--- config.mk ---
export PLATFORM = sky130hd
export DESIGN_NAME = alu_sequencer
export DESIGN_NICKNAME = d
export VERILOG_FILES = /design/src/rtl/alu_pkg.sv /design/src/rtl/alu_regfile.sv /design/src/rtl/alu_sequencer.sv
export SDC_FILE = /design/constraint.sdc
export NUM_CORES = 1
export LEC_CHECK = 0
export CELL_PAD_IN_SITES_DETAIL_PLACEMENT = 0
export CELL_PAD_IN_SITES_GLOBAL_PLACEMENT = 1
export CORE_UTILIZATION = 39
export CTS_CLUSTER_DIAMETER = 80
export DETAILED_ROUTE_END_ITERATION = 8
export HOLD_SLACK_MARGIN = 0.05
export PLACE_DENSITY = 0.79
export SYNTH_ARGS = -nofsm -noshare
export SYNTH_HDL_FRONTEND = slang
export SYNTH_SLANG_ARGS = --single-unit
--- constraint.sdc ---
create_clock -name clk -period 1.6 [get_ports clk]
set_input_delay 0.16 -clock clk [delete_from_list [all_inputs] [get_ports clk]]
set_output_delay 0.16 -clock clk [all_outputs]
set_load 0.02 [all_outputs]
--- src/rtl/alu_pkg.sv ---
// Shared definitions for the ALU sequencer: ALU codes, opcodes,
// FSM states, operand selects and the opcode decoder.
package alu_pkg;

    localparam int ADDR_W = 2;

    localparam logic [3:0] ALU_AND = 4'b0000;
    localparam logic [3:0] ALU_OR  = 4'b0001;
    localparam logic [3:0] ALU_ADD = 4'b0010;
    localparam logic [3:0] ALU_SHR = 4'b0011;
    localparam logic [3:0] ALU_SHL = 4'b0100;
    localparam logic [3:0] ALU_NOT = 4'b0101;
    localparam logic [3:0] ALU_SUB = 4'b0110;
    localparam logic [3:0] ALU_XOR = 4'b0111;
    localparam logic [3:0] ALU_ROL = 4'b1000;
    localparam logic [3:0] ALU_ROR = 4'b1001;

    localparam logic [3:0] OP_NOP = 4'h0;
    localparam logic [3:0] OP_LDI = 4'h1;
    localparam logic [3:0] OP_AND = 4'h2;
    localparam logic [3:0] OP_OR  = 4'h3;
    localparam logic [3:0] OP_ADD = 4'h4;
    localparam logic [3:0] OP_SUB = 4'h5;
    localparam logic [3:0] OP_XOR = 4'h6;
    localparam logic [3:0] OP_SHR = 4'h7;
    localparam logic [3:0] OP_SHL = 4'h8;
    localparam logic [3:0] OP_NOT = 4'h9;
    localparam logic [3:0] OP_ROL = 4'hA;
    localparam logic [3:0] OP_ROR = 4'hB;
    localparam logic [3:0] OP_CMP = 4'hC;

    localparam logic [1:0] SEL_A = 2'b00;
    localparam logic [1:0] SEL_B = 2'b01;

    typedef enum logic [1:0] {
        ST_IDLE,
        ST_DECODE,
        ST_EXEC,
        ST_WB
    } state_t;

    typedef struct packed {
        logic       legal;
        logic       use_alu;
        logic       wr_rd;
        logic [3:0] ctrl;
        logic [1:0] flag;
    } dec_t;

    // sel is instr[7]; it only matters for the unary ops.
    function automatic dec_t decode_op(input logic [3:0] op,
                                       input logic       sel);
        dec_t       d;
        logic [1:0] us;
        us = sel ? SEL_B : SEL_A;
        d.legal   = 1'b1;
        d.use_alu = 1'b1;
        d.wr_rd   = 1'b1;
        d.ctrl    = ALU_AND;
        d.flag    = SEL_A;
        case (op)
            OP_NOP: begin
                d.use_alu = 1'b0;
                d.wr_rd   = 1'b0;
            end
            OP_LDI: d.use_alu = 1'b0;
            OP_AND: d.ctrl = ALU_AND;
            OP_OR:  d.ctrl = ALU_OR;
            OP_ADD: d.ctrl = ALU_ADD;
            OP_SUB: d.ctrl = ALU_SUB;
            OP_XOR: d.ctrl = ALU_XOR;
            OP_SHR: begin
                d.ctrl = ALU_SHR;
                d.flag = us;
            end
            OP_SHL: begin
                d.ctrl = ALU_SHL;
                d.flag = us;
            end
            OP_NOT: begin
                d.ctrl = ALU_NOT;
                d.flag = us;
            end
            OP_ROL: d.ctrl = ALU_ROL;
            OP_ROR: d.ctrl = ALU_ROR;
            OP_CMP: begin
                d.ctrl  = ALU_SUB;
                d.wr_rd = 1'b0;
            end
            default: begin
                d.legal   = 1'b0;
                d.use_alu = 1'b0;
                d.wr_rd   = 1'b0;
            end
        endcase
        return d;
    endfunction

endpackage

--- src/rtl/alu_regfile.sv ---
// 4x8 register file: one write port, two read ports captured on re,
// one combinational debug read port. Async active-low reset.
module alu_regfile #(
    parameter int DATA_W = 8,
    parameter int DEPTH  = 4,
    parameter int AW     = $clog2(DEPTH)
) (
    input  logic              clk,
    input  logic              rst_n,
    input  logic              we,
    input  logic [AW-1:0]     waddr,
    input  logic [DATA_W-1:0] wdata,
    input  logic              re,
    input  logic [AW-1:0]     raddr_a,
    input  logic [AW-1:0]     raddr_b,
    output logic [DATA_W-1:0] rdata_a,
    output logic [DATA_W-1:0] rdata_b,
    input  logic [AW-1:0]     dbg_addr,
    output logic [DATA_W-1:0] dbg_data
);

    logic [DATA_W-1:0] mem [DEPTH];

    always_ff @(posedge clk or negedge rst_n) begin
        if (!rst_n) begin
            for (int i = 0; i < DEPTH; i++) begin
                mem[i] <= '0;
            end
        end else if (we) begin
            mem[waddr] <= wdata;
        end
    end

    always_ff @(posedge clk or negedge rst_n) begin
        if (!rst_n) begin
            rdata_a <= '0;
            rdata_b <= '0;
        end else if (re) begin
            rdata_a <= mem[raddr_a];
            rdata_b <= mem[raddr_b];
        end
    end

    assign dbg_data = mem[dbg_addr];

endmodule

--- src/rtl/alu_sequencer.sv ---
// Multi-cycle control unit for the 8-bit ALU: accepts instructions,
// decodes them, sequences the ALU, writes back to a 4x8 register file.
// Ports: instr_valid/instr/instr_ready handshake; alu_a/alu_b/alu_ctrl/
// alu_flag_in drive the ALU; alu_out/alu_zero come back; result,
// result_valid, zero_flag, err report status; dbg_addr/dbg_data peek rf.
module alu_sequencer
    import alu_pkg::*;
#(
    parameter int DATA_W   = 8,
    parameter int RF_DEPTH = 4
) (
    input  logic              clk,
    input  logic              rst_n,
    input  logic              instr_valid,
    input  logic [15:0]       instr,
    output logic              instr_ready,
    output logic [DATA_W-1:0] alu_a,
    output logic [DATA_W-1:0] alu_b,
    output logic [3:0]        alu_ctrl,
    output logic [1:0]        alu_flag_in,
    input  logic [DATA_W-1:0] alu_out,
    input  logic              alu_zero,
    output logic [DATA_W-1:0] result,
    output logic              result_valid,
    output logic              zero_flag,
    output logic              err,
    input  logic [ADDR_W-1:0] dbg_addr,
    output logic [DATA_W-1:0] dbg_data
);

    state_t state, state_nx;

    logic [15:0]       instr_q;
    logic              cap_zero;
    dec_t              dec;
    logic [3:0]        op;
    logic [ADDR_W-1:0] rd, rs1, rs2;
    logic              rf_we, rf_re;

    assign op  = instr_q[15:12];
    assign rd  = instr_q[11:10];
    assign rs1 = instr_q[9:8];
    assign rs2 = instr_q[7:6];
    assign dec = decode_op(op, instr_q[7]);

    always_ff @(posedge clk or negedge rst_n) begin
        if (!rst_n) state <= ST_IDLE;
        else        state <= state_nx;
    end

    always_comb begin
        state_nx     = state;
        instr_ready  = 1'b0;
        result_valid = 1'b0;
        err          = 1'b0;
        unique case (state)
            ST_IDLE: begin
                instr_ready = 1'b1;
                if (instr_valid) state_nx = ST_DECODE;
            end
            ST_DECODE: begin
                if (!dec.legal) begin
                    err      = 1'b1;
                    state_nx = ST_IDLE;
                end else if (dec.use_alu) begin
                    state_nx = ST_EXEC;
                end else begin
                    state_nx = ST_WB;
                end
            end
            ST_EXEC: state_nx = ST_WB;
            ST_WB: begin
                result_valid = 1'b1;
                state_nx     = ST_IDLE;
            end
        endcase
    end

    // result is loaded on entry to WB so it is valid alongside
    // result_valid; the rf write and zero_flag land at the end of WB.
    always_ff @(posedge clk or negedge rst_n) begin
        if (!rst_n) begin
            instr_q     <= '0;
            alu_ctrl    <= '0;
            alu_flag_in <= '0;
            result      <= '0;
            cap_zero    <= 1'b0;
            zero_flag   <= 1'b0;
        end else begin
            if (state == ST_IDLE && instr_valid) begin
                instr_q <= instr;
            end
            if (state == ST_DECODE && dec.use_alu) begin
                alu_ctrl    <= dec.ctrl;
                alu_flag_in <= dec.flag;
            end
            if (state == ST_DECODE && op == OP_LDI) begin
                result <= instr_q[DATA_W-1:0];
            end
            if (state == ST_EXEC) begin
                result   <= alu_out;
                cap_zero <= alu_zero;
            end
            if (state == ST_WB && dec.use_alu) begin
                zero_flag <= cap_zero;
            end
        end
    end

    assign rf_re = (state == ST_DECODE) && dec.use_alu;
    assign rf_we = (state == ST_WB) && dec.wr_rd;

    alu_regfile #(
        .DATA_W (DATA_W),
        .DEPTH  (RF_DEPTH),
        .AW     (ADDR_W)
    ) u_rf (
        .clk      (clk),
        .rst_n    (rst_n),
        .we       (rf_we),
        .waddr    (rd),
        .wdata    (result),
        .re       (rf_re),
        .raddr_a  (rs1),
        .raddr_b  (rs2),
        .rdata_a  (alu_a),
        .rdata_b  (alu_b),
        .dbg_addr (dbg_addr),
        .dbg_data (dbg_data)
    );

endmodule

==> results of run 1 <==
[cell usage in the layout, fill, tap and decap left out, drive strengths merged, types with 2 or more instances in the layout]
master         count
a21oi              7
a22oi              2
and2               2
buf               74
clkbuf            10
clkdlybuf4s50     49
clkinvlp           3
dfrtp             81
dlygate4sd2        9
inv                8
mux2              63
mux2i              7
mux4              24
nand2              9
nand3              5
nor2              17
nor2b              2
nor3               4
nor3b              2
o211ai             2
o21ai              9
o32ai              2
or3                2
or4                2
[final cells by class]
class                   count  area share [%]
flip-flops and latches     81           36.05
multi-input cells         172           34.02
repair buffers            135           23.32
well taps                 133           2.960
clock buffers              10           2.448
clock inverters             6          0.8678
inverters                   5          0.3338
[metal layers]
metal	global-route usage, %	vias up
li1	-	1286
met1	25.82	1396
met2	29.11	82
met3	3.078	21
met4	9.890	0
met5	0	-
[through the flow]
stage	TNS, ns	utilization (%)	setup WS [ns]	power, mW	cell area, um2
2_1_floorplan	-2.746	-	-0.1070	7.602	3925
3_3_place_gp	-9.801	52.60	-0.4176	10.09	5117
3_5_place_dp	-10.87	52.60	-0.4446	10.25	5117
4_1_cts	-5.034	55.39	-0.1395	11.80	5389
5_1_grt	-6.325	57.79	-0.1693	13.14	5623
6_report	-4.133	57.79	-0.1165	12.40	5623
[power groups by stage]
stage	sequential [mW]	combinational (mW)	clock, mW
detailed placement	4.04	6.22	0
floorplan	4.19	3.42	0
finish	4.00	6.98	1.43
global placement	3.99	6.10	0
global route	4.13	7.48	1.53
CTS	4.00	6.34	1.46
[worst max path at each step]
stage,startpoint,to,slack (ns),depth (start not counted)
after floorplan,state[0],u_rf.mem[16],-0.11,4
after global placement,dbg_addr[0],dbg_data[3],-0.42,4
after detailed placement,dbg_addr[0],dbg_data[7],-0.44,4
after CTS,instr_q[13],u_rf.rdata_b[0],-0.14,4
after global routing,instr_q[14],u_rf.mem[7],-0.17,6
final,instr_q[13],u_rf.mem[26],-0.12,4
[flip-flops by register name, summed over array words and instances (netlist names), named ones only]
name          flops
zero_flag         1
state             1
alu_ctrl          4
alu_flag_in       1
u_rf.rdata_a      8
u_rf.mem         32
result            8
instr_q          16
u_rf.rdata_b      8
cap_zero          1
[cell families (layout without fill, tap and decap cells)]
family	Yosys count	after routing	synth area share, %
muxes	94	94	33.93
AOI/OAI and AO/OA	30	30	4.889
other	1	1	0.09640
buffers and inverters	22	156	2.766
and+or+nand+nor	46	47	6.208
DFF	81	81	52.11
[critical path, cell delays in order (launching register included)]
cell and delay, ns:
sky130_fd_sc_hd__dfrtp_1 0.40, sky130_fd_sc_hd__or4_4 0.55, sky130_fd_sc_hd__nand3_4 0.09, sky130_fd_sc_hd__or3_4 0.24, sky130_fd_sc_hd__mux2_4 0.32
[repair_timing]
action                                  4_1_cts  5_1_grt
hold buffers                                  1        0
pin swaps                                     6        6
endpoints found under the setup margin       68       68
resized for setup                            63       34
endpoints found under the hold margin        30        0
buffers inserted                              6       14
cloned                                        0        1
==> out/metrics.cfg, run 1 <==
[critical_path]
critical_path_arrival_ns = 1.96
crit_path_launch_type = register
rr_worst_depth = 4
crit-reg2reg-launch = instr_q[13]
critical_path_start_end_classification = reg -> reg
worstSetupEndpointType = register
worst-r2r-setup-slack_ns = -0.12
cp_max_fo = 8
critical_path_required_ns = 1.84
rr_endpoint = u_rf.mem[26]

[power]
p_int_mw = 7.816
pwr-share-clk_pct = 11.5
pwr-share-comb_pct = 56.3
swShare_pct = 36.97
switchingPower_mw = 4.585
power.leakage_nw = 2.427
ir_worst_vdd_uv = 906.9
sequentialPowerShare_pct = 32.2
power_density_nw_per_um2 = 2205

[route]
avgViaCountPerCell = 5.138
routed.top_layer = met4
routed-via-count = 2785
initialDrtViolationCount = 123
wl_per_cell_um = 17.34
drtAntennaViolNets = 0
wl_met2_um = 4499
detail_route.wirelength.met1_um = 4201
dr_wl_met3_um = 393
detail_route.first_pass.iterations = 6
detail_route.drc_violations = 0
drt-total-wl_um = 9396

[status]
status = finished, violations left
failed_checks = setup timing

[timing]
final_max_slew_viol_count = 0
timing.slew.headroom_pct = 63.83
finalWorstSetupSlack_ns = -0.1165
final.period_utilization_pct = 107.3
rsz0062_at_grt = true
final_hold_viols = 0
final.min_clock_period_ns = 1.717
worst_hold_slack_ns = 0.2801
largest_clock_skew_in_the_final_design_ns = 0.009914
max_freq_mhz = 582.6
final-setup-viol-count = 48
timing_worst_slew_pin_value_ns = 0.5426

[global_route]
grt_antenna_before_repair = 0
global_route_wire_length_before_repair_um = 14410
maximum_number_of_pins_on_one_net_before_global_route_repair = 33
grt_util_all_layers_pct = 18.86
grt_pass1_vias = 2665
grt_remaining_overflow = 0

[placed_design]
dp.final_hpwl_um = 6387
placed_cells = 506
gp_congestion = 0.8389
place.port_buffers = 70

[synth]
yosys-top-cells-count = sky130_fd_sc_hd__dfrtp_1 (81), sky130_fd_sc_hd__mux2_2 (63), sky130_fd_sc_hd__mux4_2 (24)
synth_area_um2 = 3890
synth_area_per_cell_um2 = 14.20
cell_accounting_for_the_most_synthesized_area = sky130_fd_sc_hd__dfrtp_1
synth_async_sr_flop_share_pct = 100.0
synthDistinctLibCells = 38
synth-edff-count = 0
synthesized_instance_count = 274
ys_ff_latch = 81
synth.top_cells.by_area = sky130_fd_sc_hd__dfrtp_1 (52%), sky130_fd_sc_hd__mux2_2 (18%), sky130_fd_sc_hd__mux4_2 (14%), sky130_fd_sc_hd__mux2i_1 (1.8%), sky130_fd_sc_hd__nor2_1 (1.5%)
seq_area_frac_synth_pct = 52.11
synth_top_cell_area_share_pct = 52.11
net_count_synth = 304
synth_ff_type = sky130_fd_sc_hd__dfrtp_1
synthesis_warning_total = 0
yosysMostFrequentCell = sky130_fd_sc_hd__dfrtp_1

[min_path]
hold_path.class = in -> async

[die]
core_box_area_um2 = 9729
initial_core_util_pct = 39.98
std_cell_rows = 36
io_pins = 72
die_h_um = 101.9
dieArea_um2 = 10380
die_w_um = 101.9

[run]
max-cap-violations = 0

[finish]
finish.net_count = 434
area_growth_pct = 44.55
diodes = 0
filler_cell_count = 816
final_cell_count_no_fill = 542
sequential_cell_area_um2 = 2027
final_layout_size_suffix_gt1_share_pct = 47.43
multi_input_area_um2 = 1913

[clock_network]
number_of_buffers_inserted_during_clock_tree_synthesis = 9
max-clock-path-buffers = 2
worst_setup_hold_path_clk_slew_ns = 0.09
clock_sink_count = 81
cts_tree = done
ctsHtreeMaxLevel = 3
clockRootBuffer = sky130_fd_sc_hd__clkbuf_8
clkLatencyLatePin_ns = 0.36

Note: power is estimated with default switching activity, not from simulation.
==> run 2, diff against run 1 <==
--- a/config.mk
+++ b/config.mk
@@ -11,7 +11,8 @@
 export CTS_CLUSTER_DIAMETER = 80
 export DETAILED_ROUTE_END_ITERATION = 8
 export HOLD_SLACK_MARGIN = 0.05
-export PLACE_DENSITY = 0.79
+export PLACE_DENSITY_LB_ADDON = 0.08
+export RECOVER_POWER = 25
 export SYNTH_ARGS = -nofsm -noshare
 export SYNTH_HDL_FRONTEND = slang
 export SYNTH_SLANG_ARGS = --single-unit
==> run 2 against run 1 <==
Compared with the run above:
- the flow finishes with violations (DRC, setup timing)
- worst setup slack worse by 0.094 ns
- count of clock-buffer cells in the layout up 1
- clock power up 3%
- via count down 0.32%
- first-iteration DRC count down 46%
- die area unchanged
- sequential cell count unchanged
- cell count up 1.3%
- critical path depth up 1
- combinational power up 4.4%
- clock skew up 0.0016 ns
- largest cell class unchanged
- highest routed layer unchanged
==> out/metrics.cfg, run 2 (same netlist as run 1, synthesis figures left out) <==
[critical_path]
crit_family = simple AND/OR/NAND/NOR gates
critical_path_required_ns = 1.82
worst_path_max_delay_cell = sky130_fd_sc_hd__or4_4
max_stage_delay_ns = 0.55
startpoint = instr_q[13]
critical_path.cell_chain = or4_4 > nand3_4 > buf_6 > or3_4 > mux2_4
worstSetupEndpointType = register
crit-reg2reg-launch = instr_q[13]
rr_worst_depth = 5
worst-path-stages = 5
critical_path_start_end_classification = reg -> reg
critical_path_arrival_ns = 2.04
cp_num_buf_inv = 1
cp_max_fo = 8
crit_path_launch_type = register

[finish]
sequential_cell_area_um2 = 2027
mostFrequentLayoutCell = sky130_fd_sc_hd__dfrtp_1
commonest_non_fill_non_tap_cells_in_the_layout = sky130_fd_sc_hd__dfrtp_1 (81), sky130_fd_sc_hd__buf_4 (54), sky130_fd_sc_hd__clkdlybuf4s50_1 (51), sky130_fd_sc_hd__mux2_2 (49), sky130_fd_sc_hd__mux4_2 (24)
multi_input_area_um2 = 1879
final_cell_count_no_fill = 549
largest_register_ff_count = 32
filler_cell_count = 837
finish.net_count = 441
biggestRegsByFlops = u_rf.mem x32, instr_q x16
final_layout_size_suffix_gt1_share_pct = 48.56
largest_register = u_rf.mem
fin_util_pct = 58.38
diodes = 0
area_growth_pct = 46.03

[clock_network]
clock_sink_count = 81
clkLatencyLatePin_ns = 0.35
number_of_buffers_inserted_during_clock_tree_synthesis = 9
max-clock-path-buffers = 2
cts_tree = done
ctsHtreeMaxLevel = 3
clockRootBuffer = sky130_fd_sc_hd__clkbuf_8
worst_setup_hold_path_clk_slew_ns = 0.08

[route]
detail_route.drc_violations = 1
wl_per_cell_um = 17.92
initialDrtViolationCount = 67
drt-total-wl_um = 9838
avgViaCountPerCell = 5.056
detail_route.first_pass.iterations = 6
drtAntennaViolNets = 0
routed-via-count = 2776

[status]
status = finished, violations left
failed_checks = DRC, setup timing

[global_route]
maximum_number_of_pins_on_one_net_before_global_route_repair = 32
grt_util_all_layers_pct = 20.35
grt_pass1_vias = 2872
grt_remaining_overflow = 0
grt_antenna_before_repair = 0
global_route_wire_length_before_repair_um = 15460

[power]
total_power_mw = 12.73
power.leakage_nw = 2.466
ir_worst_vdd_uv = 839.9
power_density_nw_per_um2 = 2240

[timing]
rsz0062_at_grt = true
timing.slew.headroom_pct = 43.53
final_hold_viols = 0
final_max_slew_viol_count = 0
finalWorstSetupSlack_ns = -0.2101
timing_worst_slew_pin_value_ns = 0.8471
setup_tns_ns = -6.094
largest_clock_skew_in_the_final_design_ns = 0.01156
final.min_clock_period_ns = 1.810
worst_hold_slack_ns = 0.3801
final.period_utilization_pct = 113.1
final-setup-viol-count = 50
max_freq_mhz = 552.5

[min_path]
min_from = instr[13]
worst_hold_path_stage_count = 3
hold_path.class = in -> reg

[placed_design]
place.port_buffers = 70
dp.final_hpwl_um = 6621
placed_cells = 513
gp_congestion = 0.7645

[die]
core_box_area_um2 = 9729
die_h_um = 101.9
initial_core_util_pct = 39.98
std_cell_rows = 36
io_pins = 72
die_w_um = 101.9
dieArea_um2 = 10380

[run]
max-cap-violations = 0

[run 2: cell count changes in the layout (fill, tap and decap cells not counted), moves of 2 or more]
cell	change
sky130_fd_sc_hd__buf_6	-6
sky130_fd_sc_hd__buf_4	+5
sky130_fd_sc_hd__buf_2	+3
sky130_fd_sc_hd__inv_6	-3
sky130_fd_sc_hd__buf_16	+2
sky130_fd_sc_hd__clkbuf_1	+2
sky130_fd_sc_hd__clkdlybuf4s50_1	+2
sky130_fd_sc_hd__clkinv_2	+2
sky130_fd_sc_hd__clkinvlp_4	-2
sky130_fd_sc_hd__dlygate4sd2_1	-2
sky130_fd_sc_hd__nor2b_2	+2
[run 2: through the flow]
stage               area (um2)  worst slack, ns
floorplan                 3925          -0.1070
global placement          5195          -0.4397
detailed placement        5195          -0.4683
CTS                       5530          -0.2078
global route              5680          -0.2451
finish                    5680          -0.2101
[run 2: worst paths after layout]
| check | slack, ns | end |
|---|---|---|
| max in group asynchronous | 0.26 | instr_q[15] |
| hold / removal | 0.38 | instr_q[13] |
| setup / recovery | -0.21 | u_rf.mem[25] |
| setup reg to reg | -0.21 | u_rf.mem[25] |
| hold reg to reg | 0.50 | alu_flag_in[0] |
| min in group asynchronous | 0.44 | u_rf.mem[30] |
[run 2: per-layer routing]
layer / vias up / share of wire [%] / global-route usage, %
met1: 1408 / 45 / 26.96
met5: - / 0 / 0
met4: 0 / 0.69 / 6.264
met3: 4 / 3.8 / 3.420
met2: 62 / 50 / 34.46
li1: 1302 / - / -
[run 2: cell type report]
type,count,area share (%)
multi-input cells,171,33.08
clock buffers,11,2.313
inverters,5,0.3304
repair buffers,143,24.67
clock inverters,5,0.9912
flip-flops and latches,81,35.68
well taps,133,2.930
[run 2: where the power goes]
group          total, mW  switching [mW]  leakage [nW]  internal [mW]
Combinational       7.29            2.92          1.40           4.37
Sequential          3.96           0.884         0.969           3.08
Clock               1.47           0.747        0.0933          0.721
Total               12.7            4.56          2.47           8.17
[run 2: what timing repair did]
item / CTS / global route
hold endpoints to repair: 28 / 0
resized for setup: 64 / 23
setup buffers: 8 / 13
cloned: 2 / 0
pin swaps: 7 / 7
hold buffers: 1 / 0
setup endpoints to repair: 66 / 65
[run 2: worst reg2reg max path: cells and delay by family (launching register included)]
kind,cells,cell delay [ns]
DFF,1,0.40
buffers and inverters,1,0.10
muxes,1,0.32
and+or+nand+nor,3,0.87
